<file path="config.mk">
export PLATFORM = sky130hd
export DESIGN_NAME = game_ctrl_flat
export DESIGN_NICKNAME = d
export VERILOG_FILES = /design/src/rtl/game_pkg.sv /design/src/rtl/game_ctrl_if.sv /design/src/rtl/game_tone_gen.sv /design/src/rtl/game_ctrl.sv /design/src/flat_wrapper.sv
export SDC_FILE = /design/constraint.sdc
export NUM_CORES = 1
export LEC_CHECK = 0
export ABC_AREA = 1
export BUFFER_PORTS_ARGS = -buffer_cell sky130_fd_sc_hd__buf_2
export CAP_MARGIN = 25
export CELL_PAD_IN_SITES_DETAIL_PLACEMENT = 1
export CELL_PAD_IN_SITES_GLOBAL_PLACEMENT = 2
export CORE_ASPECT_RATIO = 1.4
export CORE_MARGIN = 2
export CORE_UTILIZATION = 31
export DETAILED_ROUTE_END_ITERATION = 8
export PLACE_DENSITY = 0.89
export SLEW_MARGIN = 20
export SYNTH_ARGS = -nofsm -noshare
export SYNTH_HDL_FRONTEND = slang
export SYNTH_HIERARCHICAL = 1
export SYNTH_SLANG_ARGS = --single-unit
</file>
<file path="constraint.sdc">
create_clock -name clk -period 2.6 [get_ports clk]
set_clock_uncertainty 0.1 [all_clocks]
set_input_delay 0.39 -clock clk [delete_from_list [all_inputs] [get_ports clk]]
set_output_delay 0.39 -clock clk [all_outputs]
set_load 0.05 [all_outputs]
</file>
<file path="src/rtl/game_pkg.sv">
// Shared state encoding, widths and the BCD helper for the ping-pong game sequencer.
package game_pkg;

   localparam int TIMER_W = 8;
   localparam int BCD_W   = 4;

   typedef enum logic [2:0] {
      ST_IDLE  = 3'd0,
      ST_SERVE = 3'd1,
      ST_PLAY  = 3'd2,
      ST_LOST  = 3'd3,
      ST_OVER  = 3'd4
   } state_e;

   // Two-digit BCD increment; 99 wraps back to 00.
   function automatic logic [2*BCD_W-1:0] bcd_inc(input logic [2*BCD_W-1:0] v);
      logic [BCD_W-1:0] units;
      logic [BCD_W-1:0] tens;
      units = v[BCD_W-1:0];
      tens  = v[2*BCD_W-1:BCD_W];
      if (units == BCD_W'(9)) begin
         units = '0;
         tens  = (tens == BCD_W'(9)) ? '0 : tens + BCD_W'(1);
      end else begin
         units = units + BCD_W'(1);
      end
      return {tens, units};
   endfunction

endpackage

</file>
<file path="src/rtl/game_ctrl_if.sv">
// Frame/status inputs and score/control outputs between the VGA sync, datapath and game sequencer.
interface game_ctrl_if;
   import game_pkg::*;

   logic               frame_tick;
   logic               start_btn;
   logic               hit;
   logic               miss;
   logic               obj_rst;
   logic               update_en;
   logic [2*BCD_W-1:0] score_bcd;
   logic [2:0]         lives;
   logic [2:0]         state_code;
   logic               game_over;
   logic               snd_tone;

   modport master (
      output frame_tick, start_btn, hit, miss,
      input  obj_rst, update_en, score_bcd, lives, state_code, game_over, snd_tone
   );

   modport slave (
      input  frame_tick, start_btn, hit, miss,
      output obj_rst, update_en, score_bcd, lives, state_code, game_over, snd_tone
   );

endinterface

</file>
<file path="src/rtl/game_tone_gen.sv">
// Square-wave tone for counted hits and misses, lasting SND_FRAMES frames; a miss tone preempts a hit tone.
module game_tone_gen #(
   parameter int HIT_DIV    = 50000,
   parameter int MISS_DIV   = 100000,
   parameter int SND_FRAMES = 8
) (
   input  logic clk,
   input  logic rst,
   input  logic frame_tick,
   input  logic hit_evt,
   input  logic miss_evt,
   output logic snd_tone
);
   import game_pkg::*;

   localparam int MAX_DIV = (HIT_DIV > MISS_DIV) ? HIT_DIV : MISS_DIV;
   localparam int DIV_W   = $clog2(MAX_DIV + 1);

   logic               active_q, active_d;
   logic               is_miss_q, is_miss_d;
   logic               tone_q, tone_d;
   logic [DIV_W-1:0]   div_q, div_d, div_last;
   logic [TIMER_W-1:0] frames_q, frames_d;

   assign div_last = is_miss_q ? DIV_W'(MISS_DIV - 1) : DIV_W'(HIT_DIV - 1);

   always_ff @(posedge clk) begin
      if (rst) begin
         active_q  <= 1'b0;
         is_miss_q <= 1'b0;
         tone_q    <= 1'b0;
         div_q     <= '0;
         frames_q  <= '0;
      end else begin
         active_q  <= active_d;
         is_miss_q <= is_miss_d;
         tone_q    <= tone_d;
         div_q     <= div_d;
         frames_q  <= frames_d;
      end
   end

   // A new event restarts the divider from a low phase; hits cannot interrupt a miss tone.
   always_comb begin
      active_d  = active_q;
      is_miss_d = is_miss_q;
      tone_d    = tone_q;
      div_d     = div_q;
      frames_d  = frames_q;
      if (miss_evt || (hit_evt && !(active_q && is_miss_q))) begin
         active_d  = 1'b1;
         is_miss_d = miss_evt;
         tone_d    = 1'b0;
         div_d     = '0;
         frames_d  = '0;
      end else if (active_q) begin
         if (frame_tick && (frames_q == TIMER_W'(SND_FRAMES - 1))) begin
            active_d = 1'b0;
            tone_d   = 1'b0;
            div_d    = '0;
            frames_d = '0;
         end else begin
            if (frame_tick) begin
               frames_d = frames_q + TIMER_W'(1);
            end
            if (div_q == div_last) begin
               div_d  = '0;
               tone_d = ~tone_q;
            end else begin
               div_d = div_q + DIV_W'(1);
            end
         end
      end
   end

   assign snd_tone = tone_q;

endmodule

</file>
<file path="src/rtl/game_ctrl.sv">
// Game sequencer: idle/serve/play/lost/over flow, BCD score, lives and datapath update gating.
// Define GAME_SOUND_EN to build the hit/miss tone generator; otherwise snd_tone is tied low.
module game_ctrl
   import game_pkg::*;
#(
   parameter int LIVES        = 3,
   parameter int SERVE_FRAMES = 60,
   parameter int MISS_FRAMES  = 90
`ifdef GAME_SOUND_EN
   ,
   parameter int HIT_DIV      = 50000,
   parameter int MISS_DIV     = 100000,
   parameter int SND_FRAMES   = 8
`endif
) (
   input logic        clk,
   input logic        rst,
   game_ctrl_if.slave bus
);

   state_e             state_q, state_d;
   logic [TIMER_W-1:0] timer_q, timer_d;
   logic [2*BCD_W-1:0] score_q, score_d;
   logic [2:0]         lives_q, lives_d;
   logic               start_q, start_d;
   logic               hit_armed_q, hit_armed_d;
   logic               miss_armed_q, miss_armed_d;
   logic               start_evt, hit_seen, hit_evt, miss_evt;

   assign start_evt = bus.start_btn & ~start_q;
   assign miss_evt  = (state_q == ST_PLAY) & miss_armed_q & bus.miss;
   assign hit_seen  = (state_q == ST_PLAY) & hit_armed_q & bus.hit;
   assign hit_evt   = hit_seen & ~miss_evt;

   always_ff @(posedge clk) begin
      if (rst) begin
         state_q      <= ST_IDLE;
         timer_q      <= '0;
         score_q      <= '0;
         lives_q      <= 3'(LIVES);
         start_q      <= 1'b0;
         hit_armed_q  <= 1'b0;
         miss_armed_q <= 1'b0;
      end else begin
         state_q      <= state_d;
         timer_q      <= timer_d;
         score_q      <= score_d;
         lives_q      <= lives_d;
         start_q      <= start_d;
         hit_armed_q  <= hit_armed_d;
         miss_armed_q <= miss_armed_d;
      end
   end

   // The frame timer is cleared on every exit, so a tick on a transition only counts for the old state.
   always_comb begin
      state_d = state_q;
      timer_d = timer_q;
      case (state_q)
         ST_IDLE, ST_OVER: begin
            if (start_evt) state_d = ST_SERVE;
         end
         ST_SERVE: begin
            if (bus.frame_tick) begin
               if (timer_q == TIMER_W'(SERVE_FRAMES - 1)) begin
                  state_d = ST_PLAY;
                  timer_d = '0;
               end else begin
                  timer_d = timer_q + TIMER_W'(1);
               end
            end
         end
         ST_PLAY: begin
            if (miss_evt) state_d = ST_LOST;
         end
         ST_LOST: begin
            if (bus.frame_tick) begin
               if (timer_q == TIMER_W'(MISS_FRAMES - 1)) begin
                  state_d = (lives_q == 3'd0) ? ST_OVER : ST_SERVE;
                  timer_d = '0;
               end else begin
                  timer_d = timer_q + TIMER_W'(1);
               end
            end
         end
         default: begin
            state_d = ST_IDLE;
            timer_d = '0;
         end
      endcase
   end

   // A hit discarded by a simultaneous miss still uses up this frame's hit arm.
   always_comb begin
      start_d      = bus.start_btn;
      score_d      = score_q;
      lives_d      = lives_q;
      hit_armed_d  = bus.frame_tick | (hit_armed_q & ~hit_seen);
      miss_armed_d = bus.frame_tick | (miss_armed_q & ~miss_evt);
      if (((state_q == ST_IDLE) || (state_q == ST_OVER)) && start_evt) begin
         score_d = '0;
         lives_d = 3'(LIVES);
      end else if (miss_evt) begin
         lives_d = lives_q - 3'd1;
      end else if (hit_evt) begin
         score_d = bcd_inc(score_q);
      end
   end

   always_comb begin
      bus.obj_rst    = (state_d == ST_SERVE) && (state_q != ST_SERVE);
      bus.update_en  = bus.frame_tick && (state_q == ST_PLAY);
      bus.game_over  = (state_q == ST_OVER);
      bus.state_code = state_q;
      bus.score_bcd  = score_q;
      bus.lives      = lives_q;
   end

`ifdef GAME_SOUND_EN
   logic snd_tone;

   game_tone_gen #(
      .HIT_DIV    (HIT_DIV),
      .MISS_DIV   (MISS_DIV),
      .SND_FRAMES (SND_FRAMES)
   ) u_tone (
      .clk        (clk),
      .rst        (rst),
      .frame_tick (bus.frame_tick),
      .hit_evt    (hit_evt),
      .miss_evt   (miss_evt),
      .snd_tone   (snd_tone)
   );

   assign bus.snd_tone = snd_tone;
`else
   assign bus.snd_tone = 1'b0;
`endif

endmodule

</file>
<file path="src/flat_wrapper.sv">
// flat-port wrapper written by rule: the top's interface ports become plain ports
module game_ctrl_flat import game_pkg::*;
#(
   parameter int LIVES        = 3,
   parameter int SERVE_FRAMES = 60,
   parameter int MISS_FRAMES  = 90

)
  (clk, rst, bus_frame_tick, bus_start_btn, bus_hit, bus_miss, bus_obj_rst, bus_update_en, bus_score_bcd, bus_lives, bus_state_code, bus_game_over, bus_snd_tone);
  game_ctrl_if bus_i ();
  input logic clk;
  input logic rst;
  input wire logic [$bits(bus_i.frame_tick)-1:0] bus_frame_tick;
  input wire logic [$bits(bus_i.start_btn)-1:0] bus_start_btn;
  input wire logic [$bits(bus_i.hit)-1:0] bus_hit;
  input wire logic [$bits(bus_i.miss)-1:0] bus_miss;
  output wire logic [$bits(bus_i.obj_rst)-1:0] bus_obj_rst;
  output wire logic [$bits(bus_i.update_en)-1:0] bus_update_en;
  output wire logic [$bits(bus_i.score_bcd)-1:0] bus_score_bcd;
  output wire logic [$bits(bus_i.lives)-1:0] bus_lives;
  output wire logic [$bits(bus_i.state_code)-1:0] bus_state_code;
  output wire logic [$bits(bus_i.game_over)-1:0] bus_game_over;
  output wire logic [$bits(bus_i.snd_tone)-1:0] bus_snd_tone;
  assign bus_i.frame_tick = bus_frame_tick;
  assign bus_i.start_btn = bus_start_btn;
  assign bus_i.hit = bus_hit;
  assign bus_i.miss = bus_miss;
  assign bus_obj_rst = bus_i.obj_rst;
  assign bus_update_en = bus_i.update_en;
  assign bus_score_bcd = bus_i.score_bcd;
  assign bus_lives = bus_i.lives;
  assign bus_state_code = bus_i.state_code;
  assign bus_game_over = bus_i.game_over;
  assign bus_snd_tone = bus_i.snd_tone;
  game_ctrl #(.LIVES(LIVES), .SERVE_FRAMES(SERVE_FRAMES), .MISS_FRAMES(MISS_FRAMES)) u_core (.clk(clk), .rst(rst), .bus(bus_i));
endmodule
</file>
==> metrics list, run 1 <==
* Outcome: completed
- Data on the critical path arrives at its endpoint at 1740 ps.
- The final layout contains routed wiring with a total length of 3417 µm.
- In this run the worst hold path is classified as primary input to register.
- Measured against its own limit, the worst slew margin works out to 65.54%.
* WL/cell: 11.47 µm
* H-tree level count: 1
* Overall global routing resource usage: 15.10%
* Fin worst setup slack: 366.5 ps
* Count of filler cells inserted in the layout: 600
* Syn nets: 225
- Entering global routing, the biggest net connects 14 pins.
- The initial antenna violation count is 0.
- CP required: 2110 ps
- The cell count after synthesis came out at 215.
- Yosys printed 6 warnings.
* Worst reg-to-reg path cell count: 8
- In the routed design, unresolved DRC markers number 0.
* Commonest non-fill, non-tap cell in the layout: sky130_fd_sc_hd__nand2_1
- Die footprint: 5039 µm²
- Once detailed placement completed, the half-perimeter wirelength came to 2848 µm.
* Met2 Resource Use GR: 27.08%
- The analysis attributes to cell leakage a power of 0.7432 nW.
* Number of placement rows: 28
- Synthesis instantiated 26 different standard cells from the library.
- Std-Cell Core Area: 4274 µm²
- Startpoint of the most critical register-to-register path: u_core/timer_q[0]$_SDFFE_PP0P_
* Period minus WS final: 2233 ps
- The max-slew violation total from the final report came to 0.
- Residual overflow from global routing: 0
- Number of buffers inserted by port buffering: 22
- The congestion estimate from routability-driven global placement came to 0.8135.
- Diode insertion count for antenna repair: 0
- DIE HEIGHT: 83.20 µm
* Register area share after synthesis: 36.04%
- In this run the horizontal extent of the chip is 60.57 µm.
- The routed layout has 1327 vias.
- Number of sinks handled by clock tree synthesis: 25
- Setup violations remaining at the end of the flow were counted as 0.
* Setup repair after global routing missed its margin: false
- 24 I/O pins were placed.
- Layout cell share with drive strength beyond 1: 15.97%
- Starting Density: 32.49%
- Routing usage on met3: 1.869%
- Via-to-Cell Ratio: 4.453
- Library cell used as clock root buffer: sky130_fd_sc_hd__clkbuf_8
- The critical path is of the register to output pin type.
- The via count of the first global-routing pass is 1309.
* Critical path capture point type: output pin
* Post-route cell area: 1597 µm²
- The first routing iteration left 30 violations.
- Type of element launching the critical path: register
* Share of the clock period used by the worst path after layout: 85.90%
- The worst hold path was traced through 3 stages.
* Clock tree from TritonCTS: done
- Post-place setup slack: 657.2 ps
- Setup slack on the worst reg-to-reg path comes out at 980 ps.
* Area share of the leading cell type in the synthesized netlist: 36.04%
* Commonest cells after routing, fill and taps aside: 59 x sky130_fd_sc_hd__nand2_1, 32 x sky130_fd_sc_hd__inv_1, 27 x sky130_fd_sc_hd__nor2_1
* Critical hold path startpoint: bus_start_btn
* Crit Path Max Fanout: 4
- For this run, the top clock speed supported by timing is 447.7 MHz.
- Worst-case hold path end point: u_core/start_q$_SDFF_PP0_
* Total power per unit cell area: 439.2 nW/µm²
* Post-DP Area: 1551 µm²
* Worst hold slack: 243.7 ps
- Antenna-violating nets left: 0
* Endpoint of the worst-slack reg-to-reg timing path: u_core/timer_q[7]$_SDFFE_PP0P_
* Clk Latency, worst-skew pair: 270 ps
- Cts bufs inserted: 3
* Netlist area before placement: 1389 µm²
* Count of non-filler cells in the finished layout: 298
- Fraction of met1 tracks used by global routing: 18.02%
* Transition time at the pin with the least slew margin: 513.5 ps
- Gates resized during post-CTS repair numbered 0.
* Most utilized layer in the global route result: met2
- Averaged over all synthesized cells, the footprint is 6.460 µm².
- In this run, placement finished with an instance count of 294.
* Area added between synthesis and finish: 14.95%
- Number of maximum-capacitance violations: 0
- Flop and latch count out of synthesis: 25
- In the post-synthesis netlist, the biggest area contributors are sky130_fd_sc_hd__dfxtp_1 36%, sky130_fd_sc_hd__nand2_1 16%, sky130_fd_sc_hd__inv_1 8.6%, sky130_fd_sc_hd__nor2_1 7.3%, sky130_fd_sc_hd__nand3_1 5.8%.
* Worst IR Drop VDD: 0.0002236 V
- Sum of negative setup slack: 0 ps
* Register clock-pin slew on the reported worst setup and hold paths: 90 ps
- Post-CTS Repair Setup Buffers: 0
- The first global-routing pass estimated 5913 µm of wire.
- The net count of the finished layout is 249.
* Cell type with the largest total area after synthesis: sky130_fd_sc_hd__dfxtp_1
- Before antenna repair, the detailed router went through 4 iterations.
* CTS Buffer Depth: 2
- For this design, the CTS-stage hold fixing added 0 buffers.
* Fin. Hold Viols: 0
## Yosys cell counts
| cell type | instances |
|---|---|
| sky130_fd_sc_hd__nand2_1 | 59 |
| sky130_fd_sc_hd__inv_1 | 32 |
| sky130_fd_sc_hd__nor2_1 | 27 |
| sky130_fd_sc_hd__dfxtp_1 | 25 |
| sky130_fd_sc_hd__nand3_1 | 16 |
| sky130_fd_sc_hd__a21oi_1 | 14 |
| sky130_fd_sc_hd__o21ai_1 | 7 |
| sky130_fd_sc_hd__ha_1 | 4 |
| sky130_fd_sc_hd__inv_2 | 4 |
| sky130_fd_sc_hd__xor2_1 | 4 |
| sky130_fd_sc_hd__nand2_2 | 3 |
| sky130_fd_sc_hd__nand4_1 | 2 |
| sky130_fd_sc_hd__nor2_2 | 2 |
| sky130_fd_sc_hd__nor3_1 | 2 |
| sky130_fd_sc_hd__nor3_2 | 2 |
| sky130_fd_sc_hd__o21ai_0 | 2 |
| sky130_fd_sc_hd__a21o_1 | 1 |
| sky130_fd_sc_hd__and3_1 | 1 |
| sky130_fd_sc_hd__buf_4 | 1 |
| sky130_fd_sc_hd__buf_6 | 1 |
| sky130_fd_sc_hd__clkbuf_1 | 1 |
| sky130_fd_sc_hd__conb_1 | 1 |
| sky130_fd_sc_hd__nand3_2 | 1 |
| sky130_fd_sc_hd__nand4_2 | 1 |
| sky130_fd_sc_hd__o211ai_1 | 1 |
| sky130_fd_sc_hd__or2_1 | 1 |
## per-stage QoR
| stage | util, % | power (W) |
|---|---|---|
| after CTS | 37.35 | 0.0007141 |
| after floorplan | - | 0.0004588 |
| after global placement | 36.30 | 0.0004765 |
| final | 37.35 | 0.0007012 |
| after global routing | 37.35 | 0.0007368 |
| after detailed placement | 36.30 | 0.0004776 |
## metal layers
| metal | vias up | wire length (µm) |
|---|---|---|
| met2 | 16 | 1835 |
| li1 | 710 | - |
| met5 | - | 0 |
| met1 | 599 | 1488 |
| met4 | 0 | 16 |
| met3 | 2 | 76 |
## how the worst max path moves through the flow
stage | start | end | cells after the start
5_1_grt | u_core/timer_q[3]$_SDFFE_PP0P_ | bus_obj_rst | 9
4_1_cts | u_core/timer_q[0]$_SDFFE_PP0P_ | bus_obj_rst | 8
6_report | u_core/timer_q[0]$_SDFFE_PP0P_ | bus_obj_rst | 8
3_5_place_dp | u_core/timer_q[0]$_SDFFE_PP0P_ | bus_obj_rst | 8
2_1_floorplan | u_core/bus.lives[0]$_SDFFE_PP1P_ | bus_obj_rst | 8
3_3_place_gp | bus_start_btn | bus_obj_rst | 9
## registers in the layout, summed over array words and instances (netlist names)
signal and cells:
u_core/miss_armed_q 1, u_core/bus.score_bcd 8, u_core/start_q 1, u_core/bus.lives 3, u_core/bus.state_code 3, u_core/timer_q 8
u_core/hit_armed_q 1
## where the power goes
part           switching [W]  leakage [nW]   total, W  internal [W]
sequential        0.00000453         0.203   0.000394      0.000389
clock               0.000124        0.0228   0.000234      0.000110
combinational      0.0000550         0.518  0.0000739     0.0000189
## final cells by class
cell class | count | area, µm² | share of cell area, %
flip-flops and latches | 25 | 500.5 | 31.35
repair buffers | 22 | 110.1 | 6.897
well taps | 60 | 75.07 | 4.702
inverters | 36 | 135.1 | 8.464
multi-input cells | 151 | 730.7 | 45.77
clock buffers | 4 | 45.04 | 2.821
## cells by family after synthesis
family                     Yosys count  synth area share, %
and+or+nand+nor                    117                36.85
buffers and inverters               39                11.35
AOI/OAI and AO/OA                   25                9.370
DFF                                 25                36.04
xor gates and xnor gates             4                2.522
adders and majority gates            4                3.604
other                                1               0.2700
## critical path, stage by stage (launching register included)
cell and delay, ps:
sky130_fd_sc_hd__dfxtp_1 400, sky130_fd_sc_hd__ha_1 170, sky130_fd_sc_hd__nand3_1 100, sky130_fd_sc_hd__nor2_1 190, sky130_fd_sc_hd__nand2_1 90, sky130_fd_sc_hd__a21oi_1 150
sky130_fd_sc_hd__nand2_1 70, sky130_fd_sc_hd__inv_1 50, sky130_fd_sc_hd__buf_2 250
Power figures use the tool's default switching activity.
==> inputs of run 2 (changes only) <==
Settings changed: CORE_ASPECT_RATIO 1.4 to 1.5, SETUP_SLACK_MARGIN set to 0.1.
==> run 2 against run 1 <==
Net effect: first-iteration DRC count decreased by 30%; non-clock buffer count unchanged; power increased by 1.6%; maximum frequency decreased by 1.4%; combinational power decreased by 1%; register-to-register slack got worse by 70 ps; largest cell class unchanged; worst hold slack got worse by 17 ps; sequential power about the same; clock power increased by 5%; worst setup slack got worse by 32 ps.
==> metrics list, run 2 (synthesis gave the netlist of run 1 again) <==
* Transition time at the pin with the least slew margin: 507.7 ps
- The critical path in this run is classified as register to output pin.
* Wire length on met1: 1483 µm
- Detailed router's first-iteration violation count: 21
* Sum of negative setup slack: 0 ps
- The clock passes through at most 2 buffers.
- Outcome: completed
- During placement, the flow inserted port buffers numbering 22.
- Detailed placement finished with a half-perimeter wire length of 2866 µm.
* Critical path's slowest cell: sky130_fd_sc_hd__dfxtp_1
* Setup repair after global routing missed its margin: false
- Compared with the post-synthesis result, the final layout area differs by 13.96%.
- The root buffer cell chosen for the clock tree is sky130_fd_sc_hd__clkbuf_8.
* Finished Core Util: 36.97%
- In this run the worst hold path is classified as primary input to register.
* Std-Cell Core Area: 4282 µm²
- The post-route netlist has 16.39% of its cells at a drive strength greater than 1.
- Type of element launching the critical path: register
* Number of instances on the worst hold path: 3
* Initial antenna violation count: 0
- Together, buffers and inverters on the worst path number 2.
* Number of gates on the worst path with buffers counted: 8
* Horizontal die dimension: 58.65 µm
- Highest Clock Rate: 441.4 MHz
- Resized cells post-CTS: 0
* DIE HEIGHT: 85.98 µm
* Maximum number of pins on one net before global-route repair: 16
* Cts bufs inserted: 3
- Max-cap violations in this run came to 0.
- Delay-heaviest family, CP: simple AND/OR/NAND/NOR gates
* Slew Limit Fails: 0
- Critical Path Max Stage Delay: 410 ps
- Once placement finished, the instance area stood at 1534 µm².
* Antenna-violating nets left: 0
* Commonest cells after routing, fill and taps aside: 59 x sky130_fd_sc_hd__nand2_1, 32 x sky130_fd_sc_hd__inv_1, 27 x sky130_fd_sc_hd__nor2_1
- The floorplan has 29 rows.
- The first global-routing pass estimated 6127 µm of wire.
- The floorplan step defined a die boundary enclosing 5042 µm².
- Diode insertion count for antenna repair: 0
- Post-route cell area: 1583 µm²
* WL/cell: 12.32 µm
- The routed layout has 1359 vias.
- In this run the power density over the cells is 450.2 nW/µm².
- Footprint of the multi-input gates: 730.7 µm²
- The highest metal layer carrying signal wires in the routed design is met4.
- Commonest non-fill, non-tap cell in the layout: sky130_fd_sc_hd__nand2_1
- IR analysis of the VDD net gives a maximum drop of 0.0002328 V.
- Walking the worst path, the cells encountered are ha_1 > nand3_1 > nor2_1 > nand2_1 > a21oi_1 > nand2_1 > inv_1 > buf_2.
* Residual overflow from global routing: 0
* Number of sinks handled by clock tree synthesis: 25
- At the end of routability-driven placement, the weighted congestion stood at 0.7135.
* Worst reg-to-reg path cell count: 8
- Clock-pin slew was measured on the worst setup and hold paths at 100 ps.
- Post-route DRC: 0
- Among the stages of the critical path, the cell type that occurs most often is sky130_fd_sc_hd__nand2_1.
* Wire length reported by the detailed router: 3500 µm
- Setup violations remaining at the end of the flow were counted as 0.
- Dividing the detail-routed via count by the number of cells gives 4.785.
* First-pass iteration count of the detailed router: 4
- Pin placement for this block handled 24 I/O pins.
* Share of the clock period used by the worst path after layout: 87.14%
* Fin. Hold Viols: 0
* Starting Density: 32.44%
* H-tree level count: 1
- The layout has 587 filler cells.
* Net count reported at finish: 249
- Routed met3 length: 78 µm
* Leak pwr: 0.7422 nW
- In this run the worst path has a maximum fanout of 4.
- For this run, the total global-route usage over all layers was measured as 15.25%.
* Critical path capture point type: output pin
- Data arrival time of the critical path: 1780 ps
- CP required: 2110 ps
- Detailed routing placed a total of 1923 µm of wire on met2.
- Clock tree from TritonCTS: done
* Flip-flop and latch area: 500.5 µm²
* Count of hold-fix buffers inserted at cts: 0
- Normalized max-slew margin: 65.93%
* Post-CTS Repair Setup Buffers: 0
* Period minus WS final: 2266 ps
- Clk Latency, worst-skew pair: 270 ps
- Vias in the first global route: 1422
-- run 2: worst paths after layout --
kind	startpoint	end	slack, ps
max	u_core/timer_q[0]$_SDFFE_PP0P_	bus_obj_rst	330
min	bus_start_btn	u_core/start_q$_SDFF_PP0_	230
max reg2reg	u_core/timer_q[0]$_SDFFE_PP0P_	u_core/timer_q[7]$_SDFFE_PP0P_	910
min reg2reg	u_core/miss_armed_q$_SDFF_PP0_	u_core/miss_armed_q$_SDFF_PP0_	380
-- run 2: stage by stage --
step	std cells	power, W	hold WS, ps	setup WS [ps]
2_1_floorplan	215	0.0004588	341.0	427.0
3_3_place_gp	280	0.0004762	362.2	680.3
3_5_place_dp	280	0.0004771	365.6	634.0
4_1_cts	284	0.0007269	218.8	307.7
5_1_grt	284	0.0007566	213.3	127.9
6_report	284	0.0007126	226.4	334.4
-- run 2: cell type report --
class | instances | share of cell area (%)
clock inverter | 1 | 0.4743
multi-input combinational | 151 | 46.17
inverter | 36 | 8.538
timing repair buffer | 22 | 6.957
tap | 46 | 3.636
clock buffer | 3 | 2.609
sequential | 25 | 31.62
-- run 2: power breakdown --
part	total (W)	switching (W)	internal (W)
combinational	0.0000730	0.0000541	0.0000189
sequential	0.000394	0.00000523	0.000389
clock	0.000245	0.000137	0.000109
total	0.000713	0.000196	0.000517
-- run 2: metal layers --
metal / track usage, % / vias to the layer above
met2: 29.62 / 13
met4: 2.479 / 0
met5: 0 / -
met1: 17.45 / 636
li1: - / 708
met3: 1.810 / 2
-- run 2: worst reg2reg max path: stages (launching register included) --
cell and delay, ps:
sky130_fd_sc_hd__dfxtp_1 410, sky130_fd_sc_hd__ha_1 210, sky130_fd_sc_hd__inv_1 50, sky130_fd_sc_hd__nor2_1 190, sky130_fd_sc_hd__nand2_1 90, sky130_fd_sc_hd__nand2_1 60, sky130_fd_sc_hd__nand3_1 140, sky130_fd_sc_hd__nand2_1 260
sky130_fd_sc_hd__nor2_1 80
==> inputs of run 3 (changes only) <==
Settings changed: CORE_UTILIZATION 31 to 33, GPL_ROUTABILITY_DRIVEN set to 0, PLACE_DENSITY 0.89 to 0.9, SYNTH_HIERARCHICAL 1 to unset.
==> run 3 against run 2 <==
Net effect: sequential share of layout area is 2.6 points lower; largest cell class unchanged; die area is 2.7% higher; combinational power is 15% higher; sequential power hardly changed; worst hold slack worse by 9.0 ps; worst setup slack worse by 37 ps; count of clock-buffer cells in the layout stayed put; area after synthesis is 9.5% higher; critical path type unchanged; final cell count is 2.1% higher; routed wire length is 7.5% higher.
==> metrics list, run 3 <==
- Fin. Hold Viols: 0
- Count of hold-fix buffers inserted at cts: 0
* Dominant cell by count in the synthesized netlist: sky130_fd_sc_hd__nand2_1
- Net count reported at finish: 253
- Critical path's slowest cell: sky130_fd_sc_hd__dfxtp_1
- IO Count: 24
- Across all hold checks on the routed design, the worst slack comes to 217.4 ps.
* Period minus WS final: 2302 ps
* Flip-flop and latch area: 500.5 µm²
* Post-DP Area: 1680 µm²
- By count the netlist is led by 47 x sky130_fd_sc_hd__nand2_1, 29 x sky130_fd_sc_hd__inv_1, 25 x sky130_fd_sc_hd__dfxtp_1.
* Internal power: 0.0005188 W
* Leak pwr: 0.7846 nW
- Measured along the y axis, the die boundary spans 87.16 µm.
* Clock network power share: 34.3%
- Async SR Flop Fraction: 0%
* Post-route cell area: 1727 µm²
* Slew Limit Fails: 0
* Synthesized area per cell: 6.979 µm²
- The floorplan has 30 rows.
- Combinational share of power: 11.6%
- STA classifies the critical path startpoint as a register.
- The detailed router finished its first iteration with 20 violations.
- Cts bufs inserted: 3
- Data arrival time of the critical path: 1810 ps
- Share of the clock period used by the worst path after layout: 88.55%
- Highest Clock Rate: 434.3 MHz
- Classification of the worst-slack hold path: primary input to register
- The repair_antennas step left the layout with diodes totalling 0.
- The first global-routing pass estimated 6382 µm of wire.
* Endpoints failing setup: 0
- In the detailed route, the total length drawn on met2 is 2158 µm.
- Number of maximum-capacitance violations: 0
- Delay-heaviest family, CP: simple AND/OR/NAND/NOR gates
- Commonest cells after routing, fill and taps aside: 47 x sky130_fd_sc_hd__nand2_1, 29 x sky130_fd_sc_hd__inv_1, 25 x sky130_fd_sc_hd__dfxtp_1
- Clk Latency, worst-skew pair: 280 ps
* Routed met3 length: 76 µm
- Counting both buffers and inverters, the worst setup path holds a total of 1.
* Post-place setup slack: 600.1 ps
- Once the floorplan was initialized, standard cells occupied 34.06% of the core.
- Setup Crit Path Kind: register to output pin
- Buffers added to address setup during post-CTS repair amount to 0.
* Footprint of the multi-input gates: 878.3 µm²
* Resized cells post-CTS: 0
- Setup repair after global routing missed its margin: false
- In this run the remaining antenna-violating nets after routing total 0.
- Count of mapped cells out of synthesis: 218
* Number of buffers inserted by port buffering: 22
* Vias after detailed routing: 1450
- Counting every sink on the clock net gives 25.
* Highest metal used: met4
- CTS Buffer Depth: 2
* Area share of the leading cell type in the synthesized netlist: 32.89%
- During synthesis, Yosys emitted a total of 0 warnings.
- Syn nets: 228
- Registers are responsible for 54.1% of the overall power.
- Post-route DRC: 0
- WL/cell: 12.97 µm
* Count of filler cells inserted in the layout: 601
* Residual overflow from global routing: 0
- Total power per unit cell area: 420.7 nW/µm²
* Netlist area before placement: 1521 µm²
- Counting flops and latches in the post-synthesis netlist gives 25.
* Number of gates on the worst path with buffers counted: 9
* Commonest non-fill, non-tap cell in the layout: sky130_fd_sc_hd__nand2_1
- The largest single stage delay on the critical path is 390 ps.
- Overall global routing resource usage: 16.06%
- Register area share after synthesis: 32.89%
- Among the stages of the critical path, the cell type that occurs most often is sky130_fd_sc_hd__nand2_1.
- Among all flip-flop cells after synthesis, the most frequent one is sky130_fd_sc_hd__dfxtp_1.
* Std-Cell Core Area: 4467 µm²
- Entering global routing, the biggest net connects 15 pins.
* Top cells by area in the synthesized netlist: sky130_fd_sc_hd__dfxtp_1 33%, sky130_fd_sc_hd__nand2_1 12%, sky130_fd_sc_hd__inv_1 7.2%, sky130_fd_sc_hd__nor2_1 5.9%, sky130_fd_sc_hd__nand3_1 5.3%
- Of the total power, the share spent switching nets is 28.59%.
* Library cell used as clock root buffer: sky130_fd_sc_hd__clkbuf_8
- The number of cells on the worst reg-to-reg path is 6.
- In this run the horizontal extent of the chip is 59.44 µm.
- Finished Core Util: 38.66%
- Clock tree from TritonCTS: done
- The pre-antenna-repair detailed-routing pass consisted of 4 iterations.
- Count of flip-flops with a built-in enable after synthesis: 0
* Worst IR Drop VDD: 0.0002500 V
- Die footprint: 5181 µm²
- Wires add up to 3761 µm.
- Crit Path Max Fanout: 4
- List of cells traversed by the critical path: ha_1 > nand3_1 > nor2_1 > nand2_1 > nand2_1 > nand3_1 > nand2_1 > nor2_2 > buf_2
* CP required: 2110 ps
- Number of instances on the worst hold path: 3
* Vias in the first global route: 1495
- Once routing completed, OpenROAD measured the worst setup slack at 297.6 ps.
* Layout cell share with drive strength beyond 1: 25.62%
* Cell type with the largest total area after synthesis: sky130_fd_sc_hd__dfxtp_1
* Critical path capture point type: output pin
- Summed over all failing endpoints, the final setup total negative slack is 0 ps.
* Area added between synthesis and finish: 13.49%
- Via-to-Cell Ratio: 5.000
- The initial antenna violation count came to 0.
- The run finished with clean final reports.
- H-tree level count: 1
* Switching power total: 0.0002077 W
- Wire length on met1: 1434 µm
- Post-synth cell types: 31
- Detail Placement HPWL: 3030 µm
* Register clock-pin slew on the reported worst setup and hold paths: 100 ps
## run 3: power groups by stage
stage	Combinational (W)	Clock (W)	Sequential [W]
after global placement	0.0000846	0	0.000402
after CTS	0.0000861	0.000262	0.000393
after detailed placement	0.0000856	0	0.000402
after floorplan	0.0000613	0	0.000406
after global routing	0.0000926	0.000271	0.000394
final	0.0000843	0.000249	0.000393
## run 3: routing by layer
metal | vias up | GRT usage [%]
met5 | - | 0
met4 | 0 | 7.231
met3 | 7 | 1.783
met2 | 17 | 31.37
met1 | 696 | 16.07
li1 | 730 | -
## run 3: metrics by stage
stage                      power, W  cells
after floorplan           0.0004670    218
after global placement    0.0004865    286
after detailed placement  0.0004877    286
after global routing      0.0007572    290
final                     0.0007265    290
after CTS                 0.0007416    290
## run 3: final cells by class
type	count	area share [%]
Sequential cell	25	28.99
Clock inverter	1	0.2899
Inverter	35	7.609
Clock buffer	3	2.391
Tap cell	48	3.478
Multi-Input combinational cell	156	50.87
Timing Repair Buffer	22	6.377
## run 3: cell families (layout without fill, tap and decap cells)
kind of cell	after synthesis	count (layout)	share of synthesized area, %
compound gates	30	30	10.94
xor+xnor	3	3	1.727
fa+ha+maj	4	4	3.290
buf+inv	37	61	9.375
flops	25	25	32.89
other cells	1	1	0.2465
simple gates	118	118	41.53
## run 3: tightest hold or removal path: stages
cell and delay (ps):
sky130_fd_sc_hd__buf_2 80, sky130_fd_sc_hd__inv_1 40, sky130_fd_sc_hd__nor2_1 70
## run 3: worst paths after layout
kind                                        from                              to  slack [ps]
setup reg to reg  u_core.timer_q[0]$_SDFFE_PP0P_  u_core.timer_q[5]$_SDFFE_PP0P_        1070
hold reg to reg   u_core.miss_armed_q$_SDFF_PP0_  u_core.miss_armed_q$_SDFF_PP0_         380
hold / removal                     bus_start_btn       u_core.start_q$_SDFF_PP0_         220
setup / recovery  u_core.timer_q[0]$_SDFFE_PP0P_                     bus_obj_rst         300
